--- src/rtl/pe_au_pkg.sv ---
// rtl/pe_au_pkg.sv - shared types and helpers for the PE arithmetic unit
// Contents: op_t final-stage operation codes, OP_W, pe_au_latency().
package pe_au_pkg;

    localparam int OP_W = 3;

    // Final-stage operations; code 7 is reserved and treated as a hold.
    typedef enum logic [OP_W-1:0] {
        OP_MUL         = 3'd0,
        OP_MAC_C       = 3'd1,
        OP_MAC_SHIFT   = 3'd2,
        OP_MAC_C_SHIFT = 3'd3,
        OP_ADD_C       = 3'd4,
        OP_HOLD        = 3'd5,
        OP_CLR         = 3'd6,
        OP_RSVD        = 3'd7
    } op_t;

    // Issue-to-result latency in cycles.
    function automatic int pe_au_latency(input int abreg, input int mreg);
        return 1 + abreg + mreg;
    endfunction

endpackage

--- src/rtl/pe_au_param_if.sv ---
// rtl/pe_au_param_if.sv - issue/result bundle of the PE arithmetic unit
// Signals: valid_i/op_i/A_i/B_i issue, C_i/CREG_en_i addend, P_o/valid_o result.
// Modports: master drives issues (producer), slave is the arithmetic unit.
interface pe_au_param_if #(
    parameter int WIDTH = 17
);
    import pe_au_pkg::*;

    logic               valid_i;
    op_t                op_i;
    logic [WIDTH-1:0]   A_i;
    logic [WIDTH-1:0]   B_i;
    logic [2*WIDTH-1:0] C_i;
    logic               CREG_en_i;
    logic [2*WIDTH+1:0] P_o;
    logic               valid_o;

    modport master (
        output valid_i, op_i, A_i, B_i, C_i, CREG_en_i,
        input  P_o, valid_o
    );

    modport slave (
        input  valid_i, op_i, A_i, B_i, C_i, CREG_en_i,
        output P_o, valid_o
    );

endinterface

--- src/rtl/pe_au_delay_line.sv ---
// rtl/pe_au_delay_line.sv - reset-free data shift register, DEPTH=0 is a wire
// Ports: clock_i clock, d_i data in, q_o data delayed by DEPTH cycles.
module pe_au_delay_line #(
    parameter int WIDTH = 8,
    parameter int DEPTH = 1
) (
    input  logic             clock_i,
    input  logic [WIDTH-1:0] d_i,
    output logic [WIDTH-1:0] q_o
);

    generate
        if (DEPTH == 0) begin : g_wire
            assign q_o = d_i;
        end else begin : g_regs
            logic [DEPTH-1:0][WIDTH-1:0] stage_q;

            always_ff @(posedge clock_i) begin
                stage_q[0] <= d_i;
                for (int i = 1; i < DEPTH; i++) begin
                    stage_q[i] <= stage_q[i-1];
                end
            end

            assign q_o = stage_q[DEPTH-1];
        end
    endgenerate

endmodule

--- src/rtl/pe_au_param.sv ---
// rtl/pe_au_param.sv - pipelined WIDTHxWIDTH multiply-accumulate unit for FIOS PEs
// Ports: clock_i, reset_i (sync, active-high), au (slave side of pe_au_param_if).
// Result P (2*WIDTH+2 bits) = op(M, C, P >> WIDTH), valid L = 1+ABREG+MREG cycles after issue.
module pe_au_param
    import pe_au_pkg::*;
#(
    parameter int WIDTH = 17,
    parameter int ABREG = 1,
    parameter int MREG  = 1,
    parameter int CREG  = 1
) (
    input  logic         clock_i,
    input  logic         reset_i,
    pe_au_param_if.slave au
);

    localparam int L     = pe_au_latency(ABREG, MREG);
    localparam int VD    = L - 1;
    localparam int ACC_W = 2 * WIDTH + 2;

    generate
        if (WIDTH < 2 || WIDTH > 32) begin : g_bad_width
            $error("pe_au_param: WIDTH must be 2..32");
        end
        if (ABREG < 0 || ABREG > 2 || MREG < 0 || MREG > 1 || CREG < 0 || CREG > 1) begin : g_bad_regs
            $error("pe_au_param: ABREG 0..2, MREG 0..1, CREG 0..1");
        end
        // With no pipeline stage there is no cycle in which to load C ahead of use.
        if (CREG == 1 && ABREG + MREG < 1) begin : g_bad_creg
            $error("pe_au_param: CREG=1 needs ABREG+MREG>=1");
        end
    endgenerate

    logic [WIDTH-1:0]   a_d;
    logic [WIDTH-1:0]   b_d;
    logic [2*WIDTH-1:0] prod_w;
    logic [2*WIDTH-1:0] prod_d;
    logic [OP_W-1:0]    op_d;
    op_t                op_fin;
    logic               v_fin;
    logic [2*WIDTH-1:0] c_use;

    pe_au_delay_line #(.WIDTH(WIDTH), .DEPTH(ABREG)) u_dl_a (
        .clock_i (clock_i), .d_i (au.A_i), .q_o (a_d)
    );
    pe_au_delay_line #(.WIDTH(WIDTH), .DEPTH(ABREG)) u_dl_b (
        .clock_i (clock_i), .d_i (au.B_i), .q_o (b_d)
    );
    pe_au_delay_line #(.WIDTH(OP_W), .DEPTH(ABREG + MREG)) u_dl_op (
        .clock_i (clock_i), .d_i (au.op_i), .q_o (op_d)
    );

    assign prod_w = {{WIDTH{1'b0}}, a_d} * {{WIDTH{1'b0}}, b_d};

    pe_au_delay_line #(.WIDTH(2 * WIDTH), .DEPTH(MREG)) u_dl_m (
        .clock_i (clock_i), .d_i (prod_w), .q_o (prod_d)
    );

    assign op_fin = op_t'(op_d);

    // Valid tracking needs reset so a reset discards in-flight issues.
    generate
        if (VD == 0) begin : g_v_wire
            assign v_fin = au.valid_i;
        end else begin : g_v_regs
            logic [VD-1:0] v_q;

            always_ff @(posedge clock_i) begin
                if (reset_i) begin
                    v_q <= '0;
                end else begin
                    v_q[0] <= au.valid_i;
                    for (int i = 1; i < VD; i++) begin
                        v_q[i] <= v_q[i-1];
                    end
                end
            end

            assign v_fin = v_q[VD-1];
        end
    endgenerate

    // C register loads independently of valid_i so C can be staged ahead of its issue.
    generate
        if (CREG == 0) begin : g_c_wire
            assign c_use = au.C_i;
        end else begin : g_c_reg
            logic [2*WIDTH-1:0] c_q;

            always_ff @(posedge clock_i) begin
                if (reset_i) begin
                    c_q <= '0;
                end else if (au.CREG_en_i) begin
                    c_q <= au.C_i;
                end
            end

            assign c_use = c_q;
        end
    endgenerate

    logic [ACC_W-1:0] p_q;
    logic [ACC_W-1:0] p_d;
    logic             valid_q;
    logic [ACC_W-1:0] m_ext;
    logic [ACC_W-1:0] c_ext;
    logic [ACC_W-1:0] s_ext;

    // S is taken from the live P register, so dependent issues may run back to back.
    always_comb begin
        m_ext = {2'b00, prod_d};
        c_ext = {2'b00, c_use};
        s_ext = {{WIDTH{1'b0}}, p_q[ACC_W-1:WIDTH]};
        p_d   = p_q;
        if (v_fin) begin
            case (op_fin)
                OP_MUL:         p_d = m_ext;
                OP_MAC_C:       p_d = m_ext + c_ext;
                OP_MAC_SHIFT:   p_d = m_ext + s_ext;
                OP_MAC_C_SHIFT: p_d = m_ext + c_ext + s_ext;
                OP_ADD_C:       p_d = c_ext + s_ext;
                OP_CLR:         p_d = '0;
                default:        p_d = p_q;
            endcase
        end
    end

    always_ff @(posedge clock_i) begin
        if (reset_i) begin
            p_q     <= '0;
            valid_q <= 1'b0;
        end else begin
            p_q     <= p_d;
            valid_q <= v_fin;
        end
    end

    assign au.P_o     = p_q;
    assign au.valid_o = valid_q;

endmodule

--- src/flat_wrapper.sv ---
// flat-port wrapper written by rule: the top's interface ports become plain ports
module pe_au_param_flat import pe_au_pkg::*;
#(
    parameter int WIDTH = 17,
    parameter int ABREG = 1,
    parameter int MREG  = 1,
    parameter int CREG  = 1
)
  (clock_i, reset_i, au_valid_i, au_op_i, au_A_i, au_B_i, au_C_i, au_CREG_en_i, au_P_o, au_valid_o);
  pe_au_param_if #(.WIDTH(WIDTH)) au_i ();
  input  logic clock_i;
  input  logic reset_i;
  input wire logic [$bits(au_i.valid_i)-1:0] au_valid_i;
  input wire logic [$bits(au_i.op_i)-1:0] au_op_i;
  input wire logic [$bits(au_i.A_i)-1:0] au_A_i;
  input wire logic [$bits(au_i.B_i)-1:0] au_B_i;
  input wire logic [$bits(au_i.C_i)-1:0] au_C_i;
  input wire logic [$bits(au_i.CREG_en_i)-1:0] au_CREG_en_i;
  output wire logic [$bits(au_i.P_o)-1:0] au_P_o;
  output wire logic [$bits(au_i.valid_o)-1:0] au_valid_o;
  assign au_i.valid_i = au_valid_i;
  assign au_i.op_i = au_op_i;
  assign au_i.A_i = au_A_i;
  assign au_i.B_i = au_B_i;
  assign au_i.C_i = au_C_i;
  assign au_i.CREG_en_i = au_CREG_en_i;
  assign au_P_o = au_i.P_o;
  assign au_valid_o = au_i.valid_o;
  pe_au_param #(.WIDTH(WIDTH), .ABREG(ABREG), .MREG(MREG), .CREG(CREG)) u_core (.clock_i(clock_i), .reset_i(reset_i), .au(au_i));
endmodule
--- config.mk ---
export PLATFORM = sky130hd
export DESIGN_NAME = pe_au_param_flat
export DESIGN_NICKNAME = d
export VERILOG_FILES = /design/src/rtl/pe_au_pkg.sv /design/src/rtl/pe_au_param_if.sv /design/src/rtl/pe_au_delay_line.sv /design/src/rtl/pe_au_param.sv /design/src/flat_wrapper.sv
export SDC_FILE = /design/constraint.sdc
export NUM_CORES = 1
export LEC_CHECK = 0
export ABC_AREA = 1
export CAP_MARGIN = 20
export CORE_MARGIN = 2
export CORE_UTILIZATION = 56
export CTS_CLUSTER_SIZE = 30
export DETAILED_ROUTE_END_ITERATION = 8
export GPL_TIMING_DRIVEN = 0
export PLACE_DENSITY = 0.78
export SYNTH_ARGS = -nofsm -noshare
export SYNTH_HDL_FRONTEND = slang
export SYNTH_HIERARCHICAL = 1
export SYNTH_SLANG_ARGS = --single-unit
--- constraint.sdc ---
create_clock -name clock_i -period 5.15 [get_ports clock_i]
set_clock_uncertainty 0.2 [all_clocks]
set_input_delay 1.03 -clock clock_i [delete_from_list [all_inputs] [get_ports clock_i]]
set_output_delay 1.03 -clock clock_i [all_outputs]
set_load 0.01 [all_outputs]
* After elaboration in Yosys (flattened, before gate mapping)
Index checks and enable logic that the tools add are counted.
** Operators by class
- $add $sub $neg :: 4
- Multipliers :: 1
- Eq/ne operators :: 5
- Multiplexer cells :: 1
- Reduce and logical (&&, ||, !) cells :: 3
** Operator list (count)
- $pmux W36 S6 :: 1
- $add A34 B19 Y35 :: 2
- $add A36 B19 Y36 :: 1
- $add A34 B34 Y35 :: 1
- $mul A17 B17 Y34 :: 1
- $eq A3 B2 Y1 const B :: 2
- $eq A3 B3 Y1 const B :: 2
- $reduce_bool A6 Y1 :: 1
- $eq A3 B1 Y1 const B :: 1
- $logic_not A3 Y1 :: 1
- $reduce_and A2 Y1 :: 1
** Word-level totals
- Flip-flop bits (word level) :: 147
- Input port bits :: 75
- Output and inout bits :: 37
- Word-level logic and storage cells :: 23

* Logic depth before layout (Yosys ltp)
Gate-level depths: netlist (run 1).
- Depth in word-level cells :: 3
- Gate-level depth with buffers :: 30
- Gate-level depth less buffers :: 28

* Cells and area by module
Netlist (run 1), hierarchy kept.
** Modules (own cells, without submodules)
- pe_au_param :: times used 1, cells each 2883, area an instance 18943.2 µm², seq. area each 1461.4 µm²
- pe_au_delay_line at u_core.u_dl_a ... :: times used 2, cells each 17, area an instance 340.3 µm², seq. area each 340.3 µm²
- pe_au_delay_line at u_core.u_dl_m :: times used 1, cells each 34, area an instance 680.7 µm², seq. area each 680.7 µm²
- pe_au_delay_line at u_core.u_dl_op :: times used 1, cells each 9, area an instance 142.6 µm², seq. area each 120.1 µm²

* Least setup slack after synthesis (run 1)
Ideal clock, no wire load.
- Path type :: reg-to-reg
- Start point :: reg u_core.u_dl_b.g_regs.stage_q, in the netlist u_core/u_dl_b/q_o[2]
- End point :: reg u_core.u_dl_m.g_regs.stage_q, in the netlist u_core/u_dl_m/q_o[28]
- Library setup time :: 120 ps
- Arrival time :: 5403 ps
- Required time :: 4830 ps
- Slack :: -572 ps
- Cell stages (with the launch flop) :: 22
- Buffers on the path :: 2
- Clock period less this slack :: 5722 ps
- Cells stage by stage :: dfxtp_1 -> clkbuf_1 -> clkbuf_1 -> nand2_1 -> fa_1 -> fa_1 -> fa_1 -> inv_1 -> fa_1 -> fa_1 -> inv_1 -> fa_1 -> inv_1 -> ha_1 -> a21oi_1 -> a21boi_1 -> o21ai_2 -> a21boi_0 -> o21ai_1 -> nand2_1 -> nand2_1 -> xor2_1
** Between the ends
- Longest elaborated chain between the ends :: 1
** Ends and longest elaborated chain
- from (decl) :: RTL line pe_au_delay_line.sv:16 : logic [DEPTH-1:0][WIDTH-1:0] stage_q;
- from (signal, indexed assignment) :: RTL line pe_au_delay_line.sv:21 : stage_q[i] <= stage_q[i-1];
- $mul A17 B17 Y34 :: RTL line pe_au_param.sv:53 : assign prod_w = {{WIDTH{1'b0}}, a_d} * {{WIDTH{1'b0}}, b_d};
- via u_core.prod_w[28] :: RTL line pe_au_param.sv:36 : logic [2*WIDTH-1:0] prod_w;
- to (signal, indexed assignment) :: RTL line pe_au_delay_line.sv:21
- to (decl) :: RTL line pe_au_delay_line.sv:16
The timed path passes the listed nets, and every way through them passes these cells.
A chain may end at the register's enable or synchronous reset.

* Worst setup path after layout (run 1)
- Start point :: reg u_core.u_dl_b.g_regs.stage_q, in the netlist u_core/u_dl_b/q_o[5]
- End point :: reg u_core.u_dl_m.g_regs.stage_q, in the netlist u_core/u_dl_m/q_o[33]
Same word-level chain as after synthesis.

==> out/summary.txt, run 1 <==
status - finished with violations
failing checks - negative setup slack
FMAX - 165 MHz
post-synth top area cell - fa_1
critical path arrival - 6.26 ns
post-synthesis cell count - 2960
Skew-Pair Late Insertion Delay - 0.47 ns
Startpoint Class - flip-flop
hold worst-path end - u_core/u_dl_op/q_o[2]
port bufs - 109
CTS tree - yes
DRC errors left - 0
commonest non-fill, non-tap cell in the layout - nand2_1
hold violation count in the final report - 0
clock root cell - clkbuf_16
fin. max-slew vios - 0
crit end category - flip-flop
DR top layer - met5
end of the worst register-to-register path - u_core/u_dl_m/q_o[33]
hold wc startpoint - u_core/u_dl_op/g_regs.stage_q[2]
Hold WC Path Type - reg -> reg
chip height - 195 um
clock sinks - 147
H-tree levels - 4
metal1 wirelength - 28500 um
Iteration-0 DRC Markers - 2356
vias in the first global route - 21023
DR WL/cell - 22.5 um
Post-Syn Area per Cell - 6.91 um2
number of synthesized flops with an enable pin - 0
crit-path max FO - 9
Min Hold Slack - 0.130 ns
Post-CTS Hold Buffers - 0
core area - 0.0357 mm2
cts bufs inserted - 17
register area share after synthesis - 14.4%
share of cells above drive strength 1 - 15.5%
growth of design area from synthesis to finish - 23.7%
Reg clk slew, reported paths - 0.07 ns
Final setup violation count - 21
FF-to-FF setup slack - -0.91 ns
vias per cell - 5.88
Synth cell types - 57
R2R Path Start - u_core/u_dl_b/q_o[5]
Critical Path RT - 5.35 ns
Tmin final - 6.06 ns
routability cong. - 1.01
DR vias - 21518
Core Util, Final - 70.7%
post-synth net total - 3442
Ant. Diodes - 0
Yosys top cell area share - 22.2%
Die ar. - 0.0381 mm2
largest cells by area after synthesis - fa_1 22%, nand2_1 15%, dfxtp_1 14%
Post-Route WL - 82400 um
initial antenna violation count - 1
DR pass1 iterations - 7
starting density of the core - 57.2%
Layout Cells excl Fill - 3660
GRT Total Usage - 39.6%
Placed Cells - 3530
Pleak - 13.4 nW
worst slack, placed - -1.09 ns
worst-margin pin slew - 0.897 ns
Main synth FF type - dfxtp_1
slew margin rel. - 40.2%
chip width - 195 um
critical path type - reg -> reg
flops & latches, synth - 147
met2 wire length - 37300 um
Antenna Violating Nets Remaining - 0
pwr dens - 781 mW/mm2
GRT overflow - 0
post-layout instance area - 0.0253 mm2
I/O pin total - 112
Tot Pwr - 19.8 mW
Setup TNS - -13.15 ns
hpwl dp - 57800 um
routed wl met3 - 8280 um
setup ws final - -0.914 ns
RSZ-0062 raised after global routing - true
worst r2r path cells - 24
Final Cycle Share - 118%
Post-Syn Area - 0.0204 mm2
post-place instance area - 0.0226 mm2
clock buffer depth - 2
commonest non-fill, non-tap cells in the layout - 806 x nand2_1, 583 x inv_1, 210 x fa_1
nets - 3668
YS warnings - 6
Max Cap Viol - 0
Worst Hold Path Cells - 0
Async SR Flop Fraction - 0%
first-pass GRT wire length - 115000 um
num rows - 69
VDD IR max - 0.00103 V
pin count of the biggest net entering global routing - 17
-- per-layer routing --
layer | up-vias | global-route usage [%]
met5 | - | 0
met4 | 4 | 27.9
met3 | 569 | 6.44
met2 | 1404 | 68.2
met1 | 10035 | 45.0
li1 | 9506 | -
-- cell type report --
cell class	instances	area [um2]
Clock inverter	13	173
Multi-Input combinational cell	2067	15400
Timing Repair Buffer	224	2120
Tap cell	461	577
Buffer	93	1190
Inverter	636	2390
Sequential cell	147	3010
Fill cell	2736	10500
Clock buffer	19	453
-- flip-flops by register name, summed over array words and instances (netlist names) --
name                           count
u_core/g_v_regs.v_q                2
u_core/au.valid_o                  1
u_core/u_dl_a/q_o                 17
u_core/c_use                      34
u_core/u_dl_b/q_o                 17
u_core/u_dl_m/q_o                 34
u_core/u_dl_op/q_o                 3
u_core/au.P_o                     36
u_core/u_dl_op/g_regs.stage_q      3
-- worst max path at each step --
stage | start | to | slack (ns) | cells past startpoint
CTS | u_core/u_dl_a/q_o[5] | u_core/u_dl_m/q_o[31] | -0.39 | 22
finish | u_core/u_dl_b/q_o[5] | u_core/u_dl_m/q_o[33] | -0.91 | 24
floorplan | u_core/u_dl_a/q_o[6] | u_core/u_dl_m/q_o[30] | -0.16 | 25
global placement | u_core/u_dl_a/q_o[3] | u_core/u_dl_m/q_o[33] | -0.95 | 26
global route | u_core/u_dl_b/q_o[5] | u_core/u_dl_m/q_o[30] | -0.97 | 24
detailed placement | u_core/u_dl_a/q_o[3] | u_core/u_dl_m/q_o[33] | -1.09 | 26
-- worst max-delay path, cell delays in order (launching register included) --
cell and delay, ns:
dfxtp_4 0.41, clkbuf_16 0.18, nand2_1 0.10, inv_1 0.29, fa_1 0.51, inv_2 0.11
fa_2 0.53, fa_1 0.49, inv_1 0.09, fa_1 0.48, fa_1 0.56, inv_1 0.05
fa_1 0.50, inv_2 0.05, ha_4 0.30, nand2_4 0.06, nor2_4 0.13, inv_2 0.06
nor4_2 0.21, nand2_1 0.08, o211ai_1 0.09, buf_4 0.18, nand2_4 0.06, o311ai_4 0.09
xor2_1 0.16
-- cell families (layout without fill, tap and decap cells) --
logic type               Yosys count  after routing  share of synthesized area (%)
multiplexers                       4              4                          0.202
XOR/XNOR                          51             51                           2.18
AND/OR/NAND/NOR                 1201           1201                           25.2
flip-flops                       147            147                           14.4
AO/OA/AOI/OAI                    404            404                           10.9
adder cells (fa/ha/maj)          407            407                           33.2
buffers and inverters            746            985                           13.9
-- power by group --
part	internal [mW]	switching (mW)
clock	0.796	0.599
combinational	7.15	9.53
sequential	1.46	0.223
total	9.40	10.4
-- Yosys cell counts (all sizes together) (3+ instances only) --
master	n
a21oi	222
a21boi	3
dfxtp	147
clkinv	3
o21ai	123
a31oi	6
nand3	104
nor3	15
a211oi	10
nand4	21
o21bai	8
xnor2	14
buf	9
nor4	5
nand2	866
inv	633
o21a	4
a21o	5
xor2	37
nand3b	8
fa	227
o2111ai	15
ha	180
clkbuf	101
o211ai	5
or2	16
mux2i	3
nor2	163
-- repair_timing --
item                                    4_1_cts  5_1_grt
resized for setup                           173      134
buffers inserted                             76       41
pin swaps                                    71       84
endpoints found under the setup margin       26       33
gates cloned                                  0        3
Power figures use the tool's default switching activity.
==> run 2: changes to the inputs <==
--- a/config.mk
+++ b/config.mk
@@ -9,5 +9,4 @@
 export CAP_MARGIN = 20
-export CORE_MARGIN = 2
+export CORE_MARGIN = 3
 export CORE_UTILIZATION = 56
-export CTS_CLUSTER_SIZE = 30
 export DETAILED_ROUTE_END_ITERATION = 8
--- a/constraint.sdc
+++ b/constraint.sdc
@@ -4,2 +4,2 @@
 set_output_delay 1.03 -clock clock_i [all_outputs]
-set_load 0.01 [all_outputs]
+set_load 0.02 [all_outputs]
==> out/summary.txt, run 2 (same netlist as run 1, synthesis figures left out) <==
H-tree levels - 4 (unchanged)
hold worst-path end - u_core/u_dl_op/q_o[2]
port bufs - 109 (unchanged)
worst-margin pin slew - 0.988 ns (+0.0904 ns)
DR WL/cell - 23.2 um (+3.2%)
Iteration-0 DRC Markers - 2265 (-3.9%)
failing checks - negative setup slack
Antenna Violating Nets Remaining - 0 (unchanged)
Hold WC Path Type - reg -> reg
DR pass1 iterations - 9 (+2)
status - finished with violations
number of fillers in the final layout - 2786 (+1.8%)
GRT busiest layer - met2
starting density of the core - 57.2% (unchanged)
I/O pin total - 112 (unchanged)
CTS tree - yes
Core Util, Final - 70.6% (-0.12 points)
num rows - 69 (unchanged)
hold wc startpoint - u_core/u_dl_op/g_regs.stage_q[2]
Skew-Pair Late Insertion Delay - 0.46 ns (about the same)
hold violation count in the final report - 0 (unchanged)
GRT met3 Usage - 9.43% (+3.0 points)
critical path depth - 26 (+8.3%)
max reg flops - 36 (unchanged)
Post-CTS Hold Buffers - 0 (unchanged)
Tmin final - 6.18 ns (+0.114 ns)
R2R Path Start - u_core/u_dl_a/q_o[4]
Layout Cells excl Fill - 3663 (+0.082%)
met2 Track Usage GR - 68.8% (+0.58 points)
RSZ-0062 raised after global routing - true
slew margin rel. - 34.2% (-6.0 points)
critical path type - reg -> reg
commonest non-fill, non-tap cells in the layout - 799 x nand2_1, 581 x inv_1, 210 x fa_1
hpwl dp - 57600 um (-0.37%)
Max Cap Viol - 0 (unchanged)
crit end category - flip-flop
routability cong. - 1.03 (+2.5%)
Final setup violation count - 21 (unchanged)
FMAX - 162 MHz (-1.9%)
slowest stage delay, CP - 0.68 ns (+0.12 ns)
DRC errors left - 0 (unchanged)
vias per cell - 5.86 (-0.37%)
chip height - 197 um (+1.0%)
commonest non-fill, non-tap cell in the layout - nand2_1
Die ar. - 0.0388 mm2 (+2.1%)
clock sinks - 147 (unchanged)
worst r2r path cells - 26 (+8.3%)
VDD IR max - 0.000930 V (-9.4%)
crit-path max FO - 7 (-2)
clock buffer depth - 2 (unchanged)
Post-Route WL - 85100 um (+3.3%)
nets - 3671 (+0.082%)
Slowest cell on crit path - fa_2
first-pass GRT wire length - 120000 um (+4.3%)
initial antenna violation count - 5 (+4)
growth of design area from synthesis to finish - 23.4%
Pleak - 13.4 nW (-0.38%)
Bufs and invs on worst path - 9 (+1)
setup ws final - -1.03 ns (-0.114 ns)
critical path arrival - 6.35 ns (+0.09 ns)
Startpoint Class - flip-flop
Top cell by count, worst path - inv_1
Placed Cells - 3530 (unchanged)
Critical Path RT - 5.32 ns (-0.03 ns)
Final Cycle Share - 120% (+2.2 points)
core area - 0.0357 mm2 (unchanged)
clock root cell - clkbuf_16
Worst Hold Path Cells - 0 (unchanged)
pin count of the biggest net entering global routing - 17 (unchanged)
GRT overflow - 0 (unchanged)
M1 GR Usage - 45.6% (+0.51 points)
Crit path max-delay family - adder cells
fin. max-slew vios - 0 (unchanged)
chip width - 197 um (+1.0%)
pwr dens - 793 mW/mm2 (+1.5%)
vias in the first global route - 21470 (+2.1%)
GRT Total Usage - 40.7% (+1.0 points)
share of cells above drive strength 1 - 15.7% (+0.21 points)
FF-to-FF setup slack - -1.03 ns (-0.11 ns)
cts bufs inserted - 17 (unchanged)
end of the worst register-to-register path - u_core/u_dl_m/q_o[28]
Reg clk slew, reported paths - 0.07 ns (about the same)
DR vias - 21456 (-0.29%)
## run 2: changes by cell type in the layout (fill, tap and decap cells not counted), sizes merged
cell,previous run,this run
inv,637,636
bufinv,3,2
diode,0,1
clkinvlp,3,4
clkbuf,96,99
## run 2: what timing repair did
item / 4_1_cts / 5_1_grt
pin swaps: 74 / 55
setup endpoints to repair: 27 / 31
setup buffers: 80 / 35
cloned: 1 / 2
gates resized for setup: 184 / 120
## run 2: worst max path at each step
stage | startpoint | to | slack (ns)
3_5_place_dp | u_core/u_dl_a/q_o[0] | u_core/u_dl_m/q_o[30] | -1.05
2_1_floorplan | u_core/u_dl_a/q_o[6] | u_core/u_dl_m/q_o[30] | -0.16
4_1_cts | u_core/u_dl_b/q_o[13] | u_core/u_dl_m/q_o[31] | -0.44
3_3_place_gp | u_core/u_dl_a/q_o[3] | u_core/u_dl_m/q_o[33] | -0.96
5_1_grt | u_core/u_dl_b/q_o[3] | u_core/u_dl_m/q_o[28] | -1.09
6_report | u_core/u_dl_a/q_o[4] | u_core/u_dl_m/q_o[28] | -1.03
## run 2: worst register-to-register path, delay by kind of cell (launching register included)
| family | cells | cell delay [ns] |
|---|---|---|
| AOI/OAI and AO/OA | 5 | 0.73 |
| xor gates and xnor gates | 1 | 0.19 |
| adders and majority gates | 7 | 3.16 |
| buffers and inverters | 9 | 1.05 |
| DFF | 1 | 0.34 |
| and+or+nand+nor | 4 | 0.40 |
## run 2: final cells by class
class                      count  area [um2]  area share [%]
antenna                        1        2.50         0.00991
inverter                     636        2390            9.47
sequential                   147        3000            11.9
buffer                        96        1220            4.84
timing repair buffer         224        2080            8.24
clock inverter                12         131           0.520
tap                          461         577            2.29
clock buffer                  19         443            1.75
multi-input combinational   2067       15400            61.0
## run 2: per-layer routing
metal | share of wire, % | routed length (um) | up-vias
met2 | 44 | 37800 | 1482
li1 | - | - | 9509
met3 | 11 | 9490 | 600
met1 | 34 | 29200 | 9861
met5 | 0.036 | 31 | -
met4 | 10 | 8630 | 4
## run 2: metrics by stage
stage	setup WS (ns)	hold slack, ns	instance area [um2]	TNS (ns)	total power, mW
after floorplan	-0.161	0.110	21000	-0.439	10.9
after global placement	-0.958	0.111	22600	-13.55	13.2
after detailed placement	-1.05	0.114	22600	-15.74	13.6
after CTS	-0.444	0.129	24700	-4.34	17.3
after global routing	-1.09	0.129	25200	-15.26	21.3
final	-1.03	0.127	25200	-14.75	20.0
## run 2: power breakdown
group	total (mW)	internal (mW)	switching, mW	leakage, nW
registers	1.68	1.46	0.220	1.22
clock network	1.29	0.725	0.568	0.272
logic	17.0	7.09	9.96	11.9
